**config.mk**
```make
export PLATFORM = sky130hd
export DESIGN_NAME = axi_master_read_channel
export DESIGN_NICKNAME = d
export VERILOG_FILES = /design/src/rtl/axi_master_read_channel.sv
export SDC_FILE = /design/constraint.sdc
export NUM_CORES = 1
export LEC_CHECK = 0
export ABC_AREA = 0
export ABC_CLOCK_PERIOD_IN_PS = 4200
export BUFFER_PORTS_ARGS = -buffer_cell sky130_fd_sc_hd__buf_2
export CAP_MARGIN = 40
export CORE_ASPECT_RATIO = 0.6
export CORE_MARGIN = 3
export CORE_UTILIZATION = 53
export DETAILED_ROUTE_END_ITERATION = 16
export GPL_ROUTABILITY_DRIVEN = 1
export PLACE_DENSITY = 0.89
export SKIP_LAST_GASP = 1
export SLEW_MARGIN = 30
export SYNTH_ARGS = -nofsm -noshare
export SYNTH_HDL_FRONTEND = slang
export SYNTH_SLANG_ARGS = --single-unit
```
**constraint.sdc**
```tcl
create_clock -name clk -period 4.2 [get_ports clk]
set_input_delay 0.84 -clock clk [delete_from_list [all_inputs] [get_ports clk]]
set_output_delay 0.84 -clock clk [all_outputs]
set_load 0.02 [all_outputs]
```
**src/rtl/axi_master_read_channel.sv**
```systemverilog
// axi_master_read_channel
//   Turns one line-fill request into a single INCR read burst on AXI AR/R.
//   It reassembles the returned narrow beats into one line. The line and an
//   error flag are returned through a valid/ready response port.
//
// Optional build macro: AXI_RD_TIMEOUT_EN
//   When defined, a watchdog aborts a stalled AR or R phase after
//   TIMEOUT_CYCLES cycles without a handshake. The response is then
//   returned with resp_err=1. When undefined, the block waits indefinitely.
//
// Ports
//   clk, rst            : clock; asynchronous active-high reset
//   req_valid/req_ready : line request handshake, req_addr = line start
//   resp_valid/ready    : response handshake
//   resp_data           : assembled line, beat i at [i*READ_CHANNEL_WIDTH +: READ_CHANNEL_WIDTH]
//   resp_err            : burst had a bad RRESP, an early/late RLAST or a timeout
//   AR*                 : read address channel (master side)
//   R*                  : read data channel (master side)
module axi_master_read_channel #(
  parameter int ADDR_WIDTH         = 32,
  parameter int READ_CHANNEL_WIDTH = 4,
  parameter int READ_BURST_LEN     = 8,
  parameter int BEATS              = 8,
  parameter int TIMEOUT_CYCLES     = 255
) (
  input  logic                                 clk,
  input  logic                                 rst,
  input  logic                                 req_valid,
  input  logic [ADDR_WIDTH-1:0]                req_addr,
  output logic                                 req_ready,
  output logic                                 resp_valid,
  output logic [READ_CHANNEL_WIDTH*BEATS-1:0]  resp_data,
  output logic                                 resp_err,
  input  logic                                 resp_ready,
  output logic                                 ARVALID,
  output logic [ADDR_WIDTH-1:0]                ARADDR,
  output logic [READ_BURST_LEN-1:0]            ARLEN,
  output logic [2:0]                           ARSIZE,
  output logic [1:0]                           ARBURST,
  input  logic                                 ARREADY,
  input  logic                                 RVALID,
  input  logic [READ_CHANNEL_WIDTH-1:0]        RDATA,
  input  logic                                 RLAST,
  input  logic [1:0]                           RRESP,
  output logic                                 RREADY
);

  localparam int LINE_WIDTH = READ_CHANNEL_WIDTH * BEATS;
  localparam int CNT_W      = $clog2(BEATS + 1);
  localparam logic [CNT_W-1:0] BEATS_C  = CNT_W'(BEATS);
  localparam logic [CNT_W-1:0] LAST_IDX = CNT_W'(BEATS - 1);

  typedef enum logic [1:0] {IDLE, ADDR, DATA, RESP} state_t;

  state_t                  state, state_nxt;
  logic [ADDR_WIDTH-1:0]   addr_q;
  logic [CNT_W-1:0]        beat_cnt;
  logic [LINE_WIDTH-1:0]   line_q;
  logic                    err_q;
  logic                    r_beat;
  logic                    timeout;

  assign r_beat = (state == DATA) && RVALID;

`ifdef AXI_RD_TIMEOUT_EN
  localparam int WD_W = $clog2(TIMEOUT_CYCLES + 1);
  logic [WD_W-1:0] wd_q;
  logic            stalled;

  // A cycle counts as stalled when the active channel has no handshake.
  assign stalled = ((state == ADDR) && !ARREADY) || ((state == DATA) && !RVALID);
  assign timeout = stalled && (wd_q == WD_W'(TIMEOUT_CYCLES - 1));

  always_ff @(posedge clk or posedge rst) begin
    if (rst)          wd_q <= '0;
    else if (stalled) wd_q <= wd_q + WD_W'(1);
    else              wd_q <= '0;
  end
`else
  assign timeout = 1'b0;
`endif

  // State register
  always_ff @(posedge clk or posedge rst) begin
    if (rst) state <= IDLE;
    else     state <= state_nxt;
  end

  // Next-state logic
  always_comb begin
    state_nxt = state;
    case (state)
      IDLE: if (req_valid) state_nxt = ADDR;
      ADDR: begin
        if (ARREADY)      state_nxt = DATA;
        else if (timeout) state_nxt = RESP;
      end
      DATA: begin
        if (RVALID && RLAST) state_nxt = RESP;
        else if (timeout)    state_nxt = RESP;
      end
      RESP: if (resp_ready) state_nxt = IDLE;
      default: state_nxt = IDLE;
    endcase
  end

  // Outputs decoded from state only; AR fields read zero outside ADDR.
  always_comb begin
    req_ready  = 1'b0;
    ARVALID    = 1'b0;
    ARADDR     = '0;
    ARLEN      = '0;
    ARSIZE     = 3'b000;
    ARBURST    = 2'b00;
    RREADY     = 1'b0;
    resp_valid = 1'b0;
    case (state)
      IDLE: req_ready = 1'b1;
      ADDR: begin
        ARVALID = 1'b1;
        ARADDR  = addr_q;
        ARLEN   = READ_BURST_LEN'(BEATS - 1);
        ARSIZE  = 3'b000;
        ARBURST = 2'b01;
      end
      DATA:    RREADY     = 1'b1;
      RESP:    resp_valid = 1'b1;
      default: req_ready  = 1'b0;
    endcase
  end

  assign resp_data = line_q;
  assign resp_err  = err_q;

  // Request latch, beat assembly and error accumulation
  always_ff @(posedge clk or posedge rst) begin
    if (rst) begin
      addr_q   <= '0;
      beat_cnt <= '0;
      line_q   <= '0;
      err_q    <= 1'b0;
    end else begin
      if ((state == IDLE) && req_valid) begin
        addr_q   <= req_addr;
        beat_cnt <= '0;
        line_q   <= '0;
        err_q    <= 1'b0;
      end
      if (r_beat) begin
        // Beats past the end of the line are accepted but not stored.
        if (beat_cnt < BEATS_C) begin
          for (int i = 0; i < BEATS; i++)
            if (beat_cnt == CNT_W'(i))
              line_q[i*READ_CHANNEL_WIDTH +: READ_CHANNEL_WIDTH] <= RDATA;
          beat_cnt <= beat_cnt + CNT_W'(1);
        end
        if (RRESP != 2'b00) err_q <= 1'b1;
        // A saturated counter never equals LAST_IDX, so a late RLAST is flagged too.
        if (RLAST && (beat_cnt != LAST_IDX)) err_q <= 1'b1;
      end
      if (timeout) err_q <= 1'b1;
    end
  end

endmodule

```
* Word level (Yosys, flattened, before mapping)
Cells that the tools add are included.
** Word-level totals
- Register bits :: 71
- Bits of input ports :: 45
- Output and inout port bits :: 82
- Word-level logic and storage cells :: 60
** Operators by class
- Add/sub/neg operators :: 1
- Order comparisons :: 1
- Eq/ne operators :: 15
- Mux-type cells :: 30
- Reduce and logical (&&, ||, !) cells :: 8
** Operators by type and width (count)
- two-way mux 32 bit :: 4
- two-way mux 4 bit :: 11
- == test 4 x 3 -> 1 bit (second input constant) :: 4
- two-way mux 1 bit :: 9
- == test 4 x 2 -> 1 bit (second input constant) :: 2
- two-way mux 2 bit :: 4
- case mux 2 bit (4 select lines) :: 1
- inequality test 2 bit (second input constant) :: 3
- adder 4 x 1 -> 4 bit (second input constant) :: 1
- == test 2 bit (second input constant) :: 2
- == test 4 x 1 -> 1 bit (second input constant) :: 1
- logical AND 1 bit :: 4
- logical NOT 4 bit :: 1
- less-than comparator 4 bit (second input constant) :: 1
- inequality test 4 x 3 -> 1 bit (second input constant) :: 1
- AND reduction 4 bit :: 1
- two-way mux 3 bit :: 1
- == test 2 x 1 -> 1 bit (second input constant) :: 1
- logical NOT 2 bit :: 1
- inequality test 2 x 1 -> 1 bit (second input constant) :: 1
- nonzero test 2 bit :: 1

* Longest topological paths before layout
Gate-level depths: netlist of the first run.
- Word-level depth :: 6
- Depth in mapped cells :: 7
- Mapped depth without buffers :: 5

* Worst setup path after synthesis of the first run
OpenSTA, ideal clock, no wires.
- Path type :: reg-to-output
- Start :: register state[1]
- End :: output port ARADDR[10]
- Data arrival time :: 1.374 ns
- Required time :: 3.360 ns
- Path slack :: 1.986 ns
- Cell stages (with the launch flop) :: 5
- Path buffers :: 1
- Cells stage by stage :: dfrtp_1 -> inv_1 -> ha_1 -> clkbuf_1 -> and2_1
** On the way
- Cells in the longest elaborated chain, start to end :: 2
** Ends and longest elaborated chain
- start, declared :: RTL line 55 : state_t state, state_nxt;
- start signal, assigned :: RTL line 86 : else state <= state_nxt;
- == test 2 x 1 -> 1 bit :: RTL line 117 : case (state)
- two-way mux 32 bit :: RTL line 117
- end, declared :: RTL line 36 : output logic [ADDR_WIDTH-1:0] ARADDR,
No other way between the ends.

* Worst setup path in the final report of the first run
- Start :: register state[1]
- End :: output port ARADDR[5]
The elaborated chain is that of the path after synthesis.

==> metrics.md, run 1 <==
| Metric | Value |
|---|---|
| Run status | finished, final reports clean |
| Cell area after placement | 3990 um^2 |
| Critical path type | reg2out |
| Crit-path cells | inv_1 -> ha_1 -> buf_6 -> and2_1 -> buf_2 |
| Clk sinks | 71 |
| Reg area | 1780 um^2 |
| I/O pin count | 127 |
| DRC | 0 |
| # rows | 21 |
| Psw | 1.08 mW |
| Clock H-tree levels | 3 |
| Chip height | 67.4 um |
| RSZ-0062 raised after global routing | no |
| Root buffer cell | clkbuf_8 |
| DPL Wire Length | 5470 um |
| Total track usage | 21.0% |
| Tmin final | 2.65 ns |
| Post-CTS setup buffer count | 0 |
| Fmax | 377 MHz |
| Routed Antenna Nets | 0 |
| Max VDD drop | 0.000370 V |
| Fin crit share | 63.1% |
| Synthesis-stage register bit count | 71 |
| Critical path's top delay family | buffers and inverters |
| Register-to-Register Path Depth | 7 |
| Num CTS Buffers | 9 |
| Clk Latency, worst-skew pair | 0.35 ns |
| Share of layout cells above drive strength 1 | 45.0% |
| Post-synth top area share | 53.4% |
| Worst r2r src | state[0] |
| Seq pwr share | 36.8% |
| Worst EP arrival | 1.81 ns |
| Logic pwr share | 42.3% |
| Critical Path Sink Type | output port |
| Max Cap Viol | 0 |
| Post-CTS Resized | 0 |
| Inserted Diodes | 0 |
| Final setup fails | 0 |
| CP peak stage delay | 0.42 ns |
| Syn avg cell area | 12.0 um^2 |
| Pleak | 2.38 nW |
| CTS Hold Bufs | 0 |
| Syn Inst Count | 278 |
| P&R area growth vs syn | 26.5% |
| Top cells by area, synth | dfrtp_1 (53%), mux2_2 (11%), mux2i_1 (8.4%) |
| Setup crit end | ARADDR[5] |
| Hold Path Class | in2async |
| Maximum fanout along the worst path | 29 |
| Total gr overflow | 0 |
| Cell internal pwr | 1.80 mW |
| Die area | 7300 um^2 |
| Worst hold slack | 0.499 ns |
| Worst path depth | 5 |
| Footprint of the multi-input gates | 1400 um^2 |
| Core Region | 5810 um^2 |
| Initial core utilization | 57.3% |
| PD cells | 683 nW/um^2 |
| CTS tree | yes |
| CP startpoint | state[1] |
| Vias in the first global route | 2337 |
| Synth area leader | dfrtp_1 |
| Clk pwr share | 20.9% |
| Switching part of the total | 37.6% |
| Antenna violations before repair | 0 |
| Layout Nets | 451 |
| Die W | 108 um |
| Slew Viols, Final | 0 |
| R2R Setup Slk | 2.23 ns |
| DR pass1 iterations | 4 |
| CP Launch Type | flop |
| Post-route cell area | 4210 um^2 |
| Post-route clock skew | 0.0115 ns |
| Via count | 2386 |
| Total power | 2.88 mW |
| Reg clk slew, reported paths | 0.08 ns |
| Critical path's slowest cell | dfrtp_1 |
| First-pass GRT wire length | 11500 um |
| Yosys cell types | 29 |
| WL/cell | 15.1 um |
| Core Util, Final | 72.5% |
| Via density per instance | 4.95 |
| CP required | 3.36 ns |
| Total detailed-routing wirelength | 7260 um |
| Port Buffers | 117 |
| Buf+Inv Stages, Crit Path | 3 |
| Final GP Congestion | 0.812 |
| Synthesized cell area | 3330 um^2 |
| CTS Buffer Depth | 2 |
| Setup TNS | 0 ns |
| FILL cells | 436 |
| Final Hold Viols | 0 |
| Synth Warn # | 0 |
| Reg-to-reg endpoint | resp_data[15] |
| Starting DRT DRC Count | 91 |
| Largest net degree at the start of global routing | 30 |
| Sequential-to-total area share from yosys stat | 53.4% |
==> how the worst min path moves through the flow <==
stage	slack, ns	start	end	cells past startpoint
CTS	0.50	rst	addr_q[19]	2
floorplan	0.47	addr_q[0]	addr_q[0]	1
global route	0.52	addr_q[27]	addr_q[27]	1
global placement	0.47	resp_err	resp_err	2
finish	0.50	rst	addr_q[19]	2
detailed placement	0.48	resp_err	resp_err	2
==> routing by layer <==
metal | part of all wire (%) | routed length [um] | track usage (%)
met5 | 0 | 0 | 0
met4 | 1.4 | 100 | 7.24
met3 | 7.4 | 534 | 7.93
met2 | 45 | 3250 | 32.0
met1 | 47 | 3380 | 27.9
==> stage by stage <==
stage / setup WS (ns) / std cells
4_1_cts: 1.52 / 482
2_1_floorplan: 1.56 / 286
3_5_place_dp: 1.94 / 466
3_3_place_gp: 1.69 / 463
5_1_grt: 1.39 / 482
6_report: 1.55 / 482
==> cell type report <==
| type | count | share of cell area [%] |
|---|---|---|
| Clock buffer | 11 | 3.36 |
| Timing Repair Buffer | 123 | 15.8 |
| Sequential cell | 71 | 42.2 |
| Inverter | 11 | 0.981 |
| Tap cell | 80 | 2.38 |
| Multi-Input combinational cell | 181 | 33.3 |
| Clock inverter | 5 | 1.93 |
==> flip-flops by register name, summed over array words and instances (netlist names) <==
| register | cells |
|---|---|
| state | 2 |
| resp_err | 1 |
| resp_data | 32 |
| beat_cnt | 4 |
| addr_q | 32 |
==> power groups by stage <==
stage | Clock (mW) | Combinational (mW) | Sequential [mW]
finish | 0.602 | 1.22 | 1.06
floorplan | 0 | 0.831 | 1.11
global placement | 0 | 1.17 | 1.05
detailed placement | 0 | 1.22 | 1.07
CTS | 0.615 | 1.23 | 1.06
global route | 0.649 | 1.32 | 1.09
==> cell families (layout without fill, tap and decap cells) <==
| family | Yosys count | after routing | share of synthesized area [%] |
|---|---|---|---|
| flops | 71 | 71 | 53.4 |
| simple gates | 86 | 86 | 14.1 |
| buf+inv | 34 | 150 | 5.49 |
| fa+ha+maj | 9 | 9 | 3.38 |
| compound gates | 16 | 16 | 3.83 |
| other cells | 1 | 9 | 0.113 |
| mux | 61 | 61 | 19.7 |
==> placed cells by master (no fill, tap or decap), types with 2 or more instances in the layout <==
master / instances
bufinv_16: 2
ha_1: 9
dfrtp_1: 71
clkbuf_8: 10
buf_4: 3
inv_1: 10
buf_2: 117
o21ai_0: 7
nand3b_1: 2
mux2_2: 32
nand2_1: 36
nand2_2: 3
nor2b_1: 3
nand3_1: 4
and2_1: 32
conb_1: 9
o211ai_1: 4
mux2i_1: 28
==> Yosys cell counts (all sizes together) <==
cell      n
dfrtp    71
nand2    39
mux2     33
and2     32
mux2i    28
buf      18
inv      11
ha        9
o21ai     7
clkbuf    5
nand3     4
o211ai    4
nor2b     3
nand3b    2
a2111oi   1
a211oi    1
and4b     1
and4bb    1
conb      1
nand4b    1
nor2      1
o311ai    1
o31ai     1
o32a      1
or2       1
or3       1
Note: power is estimated with default switching activity, not from simulation.
==> run 2, diff against run 1 <==
- ABC_CLOCK_PERIOD_IN_PS: 4200 -> 2400
- CORE_UTILIZATION: 53 -> 44
- PLACE_DENSITY: 0.89 -> 0.79
- clock period: 4.2 -> 2.4 ns (I/O delays scaled with it)
==> run 2 against run 1 <==
Compared with the run above:
- cell count is 3.9% higher
- combinational power is 71% higher
- utilization is 12 points lower
- largest cell class unchanged
- largest power group unchanged
==> metrics.md, run 2 (synthesis gave the netlist of run 1 again) <==
| Metric | Value |
|---|---|
| Routed Antenna Nets | 0 |
| Critical path type | reg2out |
| Num CTS Buffers | 9 |
| Final Hold Viols | 0 |
| Logic pwr share | 40.5% |
| Post-route clock skew | 0.00475 ns |
| Clock H-tree levels | 3 |
| Footprint of the multi-input gates | 1400 um^2 |
| Worst EP arrival | 1.75 ns |
| First-pass GRT wire length | 12100 um |
| PD cells | 1210 nW/um^2 |
| P&R area growth vs syn | 27.5% |
| Final GP Congestion | 0.784 |
| Total track usage | 17.5% |
| Initial core utilization | 47.6% |
| Setup TNS | 0 ns |
| Run status | finished, final reports clean |
| Worst hold slack | 0.228 ns |
| CTS Buffer Depth | 2 |
| Fin crit share | 93.1% |
| Clk pwr share | 23.6% |
| Slew HR | 62.1% |
| Share of layout cells above drive strength 1 | 44.9% |
| Root buffer cell | clkbuf_16 |
| CP peak stage delay | 0.42 ns |
| Post-route cell area | 4250 um^2 |
| CTS tree | yes |
| DPL Wire Length | 5470 um |
| Starting DRT DRC Count | 199 |
| Switching part of the total | 36.9% |
| WL/cell | 14.7 um |
| Commonest non-fill, non-tap cell in the layout | buf_2 |
| Fin worst setup slack | 0.166 ns |
| Post-CTS Resized | 0 |
| Tmin final | 2.23 ns |
| Port Buffers | 117 |
| Chip height | 73.4 um |
| Placed Cells incl. Taps | 485 |
| Max VDD drop | 0.000529 V |
| Die W | 118 um |
| Psw | 1.90 mW |
| Post-CTS setup buffer count | 0 |
| I/O pin count | 127 |
| Cell area after placement | 3970 um^2 |
| FILL cells | 617 |
| Via count | 2370 |
| Clk Latency, worst-skew pair | 0.32 ns |
| Critical path's slowest cell | dfrtp_1 |
| CTS Hold Bufs | 0 |
| Antenna violations before repair | 0 |
| Fmax | 448 MHz |
| Clk sinks | 71 |
| Seq pwr share | 35.9% |
| Slew Viols, Final | 0 |
| CP Launch Type | flop |
| Hold Path Class | in2async |
| Inserted Diodes | 0 |
| Maximum fanout along the worst path | 32 |
| Via density per instance | 4.73 |
| DRC | 0 |
| DR pass1 iterations | 4 |
| Reg clk slew, reported paths | 0.05 ns |
| # rows | 23 |
| RSZ-0062 raised after global routing | no |
| CP required | 1.92 ns |
| Pleak | 2.40 nW |
| Layout Nets | 450 |
| Final setup fails | 0 |
| Cell internal pwr | 3.25 mW |
| Die area | 8680 um^2 |
| Place WS | 0.500 ns |
| Largest net degree at the start of global routing | 45 |
| Vias in the first global route | 2405 |
| Critical Path Sink Type | output port |
| Slew @ Worst Pin | 0.569 ns |
| Reg area | 1780 um^2 |
| Commonest non-fill, non-tap cells in the layout | buf_2 (117), dfrtp_1 (71), nand2_1 (36) |
| Crit-path cells | inv_1 -> ha_1 -> buf_4 -> and2_1 -> buf_2 |
| Max Cap Viol | 0 |
| Core Region | 6990 um^2 |
| Final Non-Filler Cells | 501 |
| Total gr overflow | 0 |
| Total detailed-routing wirelength | 7390 um |
-- run 2: area by class of cell --
cell class	instances	area share (%)
Tap cell	100	2.95
Clock inverter	4	0.472
Clock buffer	12	6.04
Inverter	11	0.973
Timing Repair Buffer	122	14.7
Sequential cell	71	41.9
Multi-Input combinational cell	181	33.0
-- run 2: worst paths after layout --
| path | from | to | slack (ns) | cells after the start |
|---|---|---|---|---|
| min | rst | addr_q[11] | 0.23 | 3 |
| max | state[1] | ARADDR[10] | 0.17 | 5 |
| max reg2reg | state[0] | resp_data[17] | 0.57 | 5 |
| max in group asynchronous | rst | resp_err | 1.68 | 3 |
| min in group clk | req_addr[3] | addr_q[3] | 0.39 | 2 |
| min reg2reg | resp_err | resp_err | 0.47 | 2 |
-- run 2: worst max-delay path, delay by kind of cell (launching register included) --
| kind | cells | cell delay (ns) |
|---|---|---|
| buffers and inverters | 3 | 0.58 |
| adder cells (fa/ha/maj) | 1 | 0.26 |
| AND/OR/NAND/NOR | 1 | 0.17 |
| flip-flops | 1 | 0.42 |
-- run 2: power groups by stage --
stage / Combinational, mW / Clock (mW) / Sequential (mW)
2_1_floorplan: 1.45 / 0 / 1.93
3_3_place_gp: 2.06 / 0 / 1.85
3_5_place_dp: 2.11 / 0 / 1.87
4_1_cts: 2.12 / 1.25 / 1.85
5_1_grt: 2.27 / 1.31 / 1.92
6_report: 2.09 / 1.22 / 1.85
-- run 2: routing by layer --
layer,share of wire [%],vias up,global-route usage [%]
li1,-,1149,-
met4,0.32,0,3.51
met1,50,1148,24.6
met2,43,71,25.6
met5,0,-,0
met3,6.9,2,7.38
-- run 2: through the flow --
stage                     power, mW  util (%)
after floorplan                3.39         -
after global placement         3.91      56.8
after detailed placement       3.98      56.8
after CTS                      5.22      60.7
after global routing           5.49      60.7
final                          5.15      60.7
==> run 3, diff against run 2 <==
- CORE_UTILIZATION: 44 -> 46
- CTS_BUF_LIST: default -> sky130_fd_sc_hd__clkbuf_4
- MAX_ROUTING_LAYER: default -> met4
- PLACE_DENSITY: 0.79 -> 0.82
==> run 3 against run 2 <==
Compared with the run above:
- utilization about the same
- non-clock buffer count up 1
- final area down 2.0%
- hold slack better by 0.060 ns
- critical endpoint is now ARADDR[6]
- highest routed layer unchanged
==> metrics.md, run 3 (synthesis gave the netlist of run 1 again) <==
| Metric | Value |
|---|---|
| Core Region | 6850 um^2 |
| Final GP Congestion | 0.760 |
| Fin crit share | 94.6% |
| Setup TNS | 0 ns |
| CP peak stage delay | 0.44 ns |
| Share of layout cells above drive strength 1 | 45.3% |
| Root buffer cell | clkbuf_4 |
| Clock H-tree levels | 3 |
| Clk pwr share | 18.1% |
| DPL Wire Length | 5520 um |
| Crit-path cells | inv_1 -> ha_2 -> buf_6 -> and2_1 -> buf_2 |
| Final Non-Filler Cells | 489 |
| Buf+Inv Stages, Crit Path | 3 |
| # rows | 23 |
| Via density per instance | 4.96 |
| PD cells | 1160 nW/um^2 |
| Worst EP arrival | 1.79 ns |
| CTS Buffer Depth | 2 |
| Critical path's top delay family | buffers and inverters |
| Max VDD drop | 0.000604 V |
| Final Hold Viols | 0 |
| Num CTS Buffers | 9 |
| Port Buffers | 117 |
| Routed Antenna Nets | 0 |
| Tmin final | 2.27 ns |
| Slew Viols, Final | 0 |
| First-pass GRT wire length | 12300 um |
| Fmax | 440 MHz |
| Placed Cells incl. Taps | 471 |
| Critical path type | reg2out |
| Chip height | 71.9 um |
| Total detailed-routing wirelength | 7580 um |
| Via count | 2425 |
| DR pass1 iterations | 4 |
| Die W | 116 um |
| Layout Nets | 451 |
| Switching part of the total | 39.2% |
| Post-route clock skew | 0.00766 ns |
| I/O pin count | 127 |
| Die area | 8330 um^2 |
| Commonest non-fill, non-tap cells in the layout | buf_2 (117), dfrtp_1 (71), nand2_1 (36) |
| Cell internal pwr | 2.94 mW |
| DRC | 0 |
| WL/cell | 15.5 um |
| Seq pwr share | 38.3% |
| Psw | 1.90 mW |
| Max Cap Viol | 0 |
| Critical path's slowest cell | dfrtp_1 |
| Post-CTS setup buffer count | 0 |
| Maximum fanout along the worst path | 31 |
| Hold Path Class | in2reg |
| Total track usage | 19.5% |
| Inserted Diodes | 0 |
| Antenna violations before repair | 0 |
| Pleak | 2.35 nW |
| Initial core utilization | 48.6% |
| Footprint of the multi-input gates | 1410 um^2 |
| Run status | finished, final reports clean |
| Critical Path Sink Type | output port |
| CP required | 1.92 ns |
| Final setup fails | 0 |
| Worst hold slack | 0.288 ns |
| P&R area growth vs syn | 24.9% |
| Vias in the first global route | 2505 |
| Logic pwr share | 43.5% |
| Commonest non-fill, non-tap cell in the layout | buf_2 |
| Reg clk slew, reported paths | 0.12 ns |
| Reg area | 1780 um^2 |
| Total gr overflow | 0 |
| Clk sinks | 71 |
| CP Launch Type | flop |
| Starting DRT DRC Count | 105 |
| CTS tree | yes |
| Largest net degree at the start of global routing | 38 |
| FILL cells | 595 |
| Clk Latency, worst-skew pair | 0.42 ns |
## run 3: cell types whose count changed in the layout (fill, tap and decap cells not counted), sizes merged
cell / before / now
clkbuf: 12 / 9
bufinv: 0 / 2
clkinvlp: 0 / 2
clkinv: 4 / 3
dlygate4sd3: 0 / 1
## run 3: worst paths after layout
path | from | endpoint | cells after the start | slack (ns)
min reg2reg | resp_err | resp_err | 2 | 0.50
min | req_addr[26] | addr_q[26] | 2 | 0.29
max reg2reg | state[0] | resp_data[21] | 5 | 0.60
max in group asynchronous | rst | resp_data[12] | 5 | 1.20
min in group asynchronous | rst | addr_q[6] | 3 | 0.52
max | state[1] | ARADDR[6] | 5 | 0.13
## run 3: final cells by class
class | instances | area share, %
Clock buffer | 9 | 1.62
Tap cell | 87 | 2.62
Sequential cell | 71 | 42.7
Clock inverter | 7 | 2.35
Timing Repair Buffer | 123 | 15.9
Multi-Input combinational cell | 181 | 33.8
Inverter | 11 | 0.993
## run 3: per-stage QoR
stage | area (um^2) | total power [mW] | setup slack, ns | utilization, %
final | 4160 | 4.83 | 0.129 | 60.7
after global routing | 4160 | 5.18 | -0.00579 | 60.7
after CTS | 4120 | 4.87 | 0.0100 | 60.2
after detailed placement | 3960 | 3.98 | 0.480 | 57.8
after global placement | 3960 | 3.90 | 0.590 | 57.8
after floorplan | 3360 | 3.39 | 0.123 | -
## run 3: per-layer routing
layer  global-route usage (%)  wire, um
met5                        -         0
met2                     29.0      3450
met3                     4.92       409
met1                     26.3      3600
met4                     6.56       110
## run 3: worst reg2reg max path: stages, from the launching register on
cell and delay [ns]:
dfrtp_1 0.44, inv_1 0.12, ha_1 0.42, and4b_1 0.32
nand2_1 0.20, mux2i_1 0.18
## run 3: repair_timing
action | in CTS | in global routing
hold buffers | 0 | 1
endpoints found under the hold margin | 0 | 9
resized for setup | 0 | 2
setup endpoints to repair | 0 | 26
## run 3: power groups by stage
stage               sequential [mW]  combinational (mW)  clock (mW)
floorplan                      1.93                1.45           0
global placement               1.85                2.05           0
detailed placement             1.87                2.11           0
CTS                            1.85                2.12       0.899
global route                   1.91                2.31       0.956
finish                         1.85                2.11       0.876
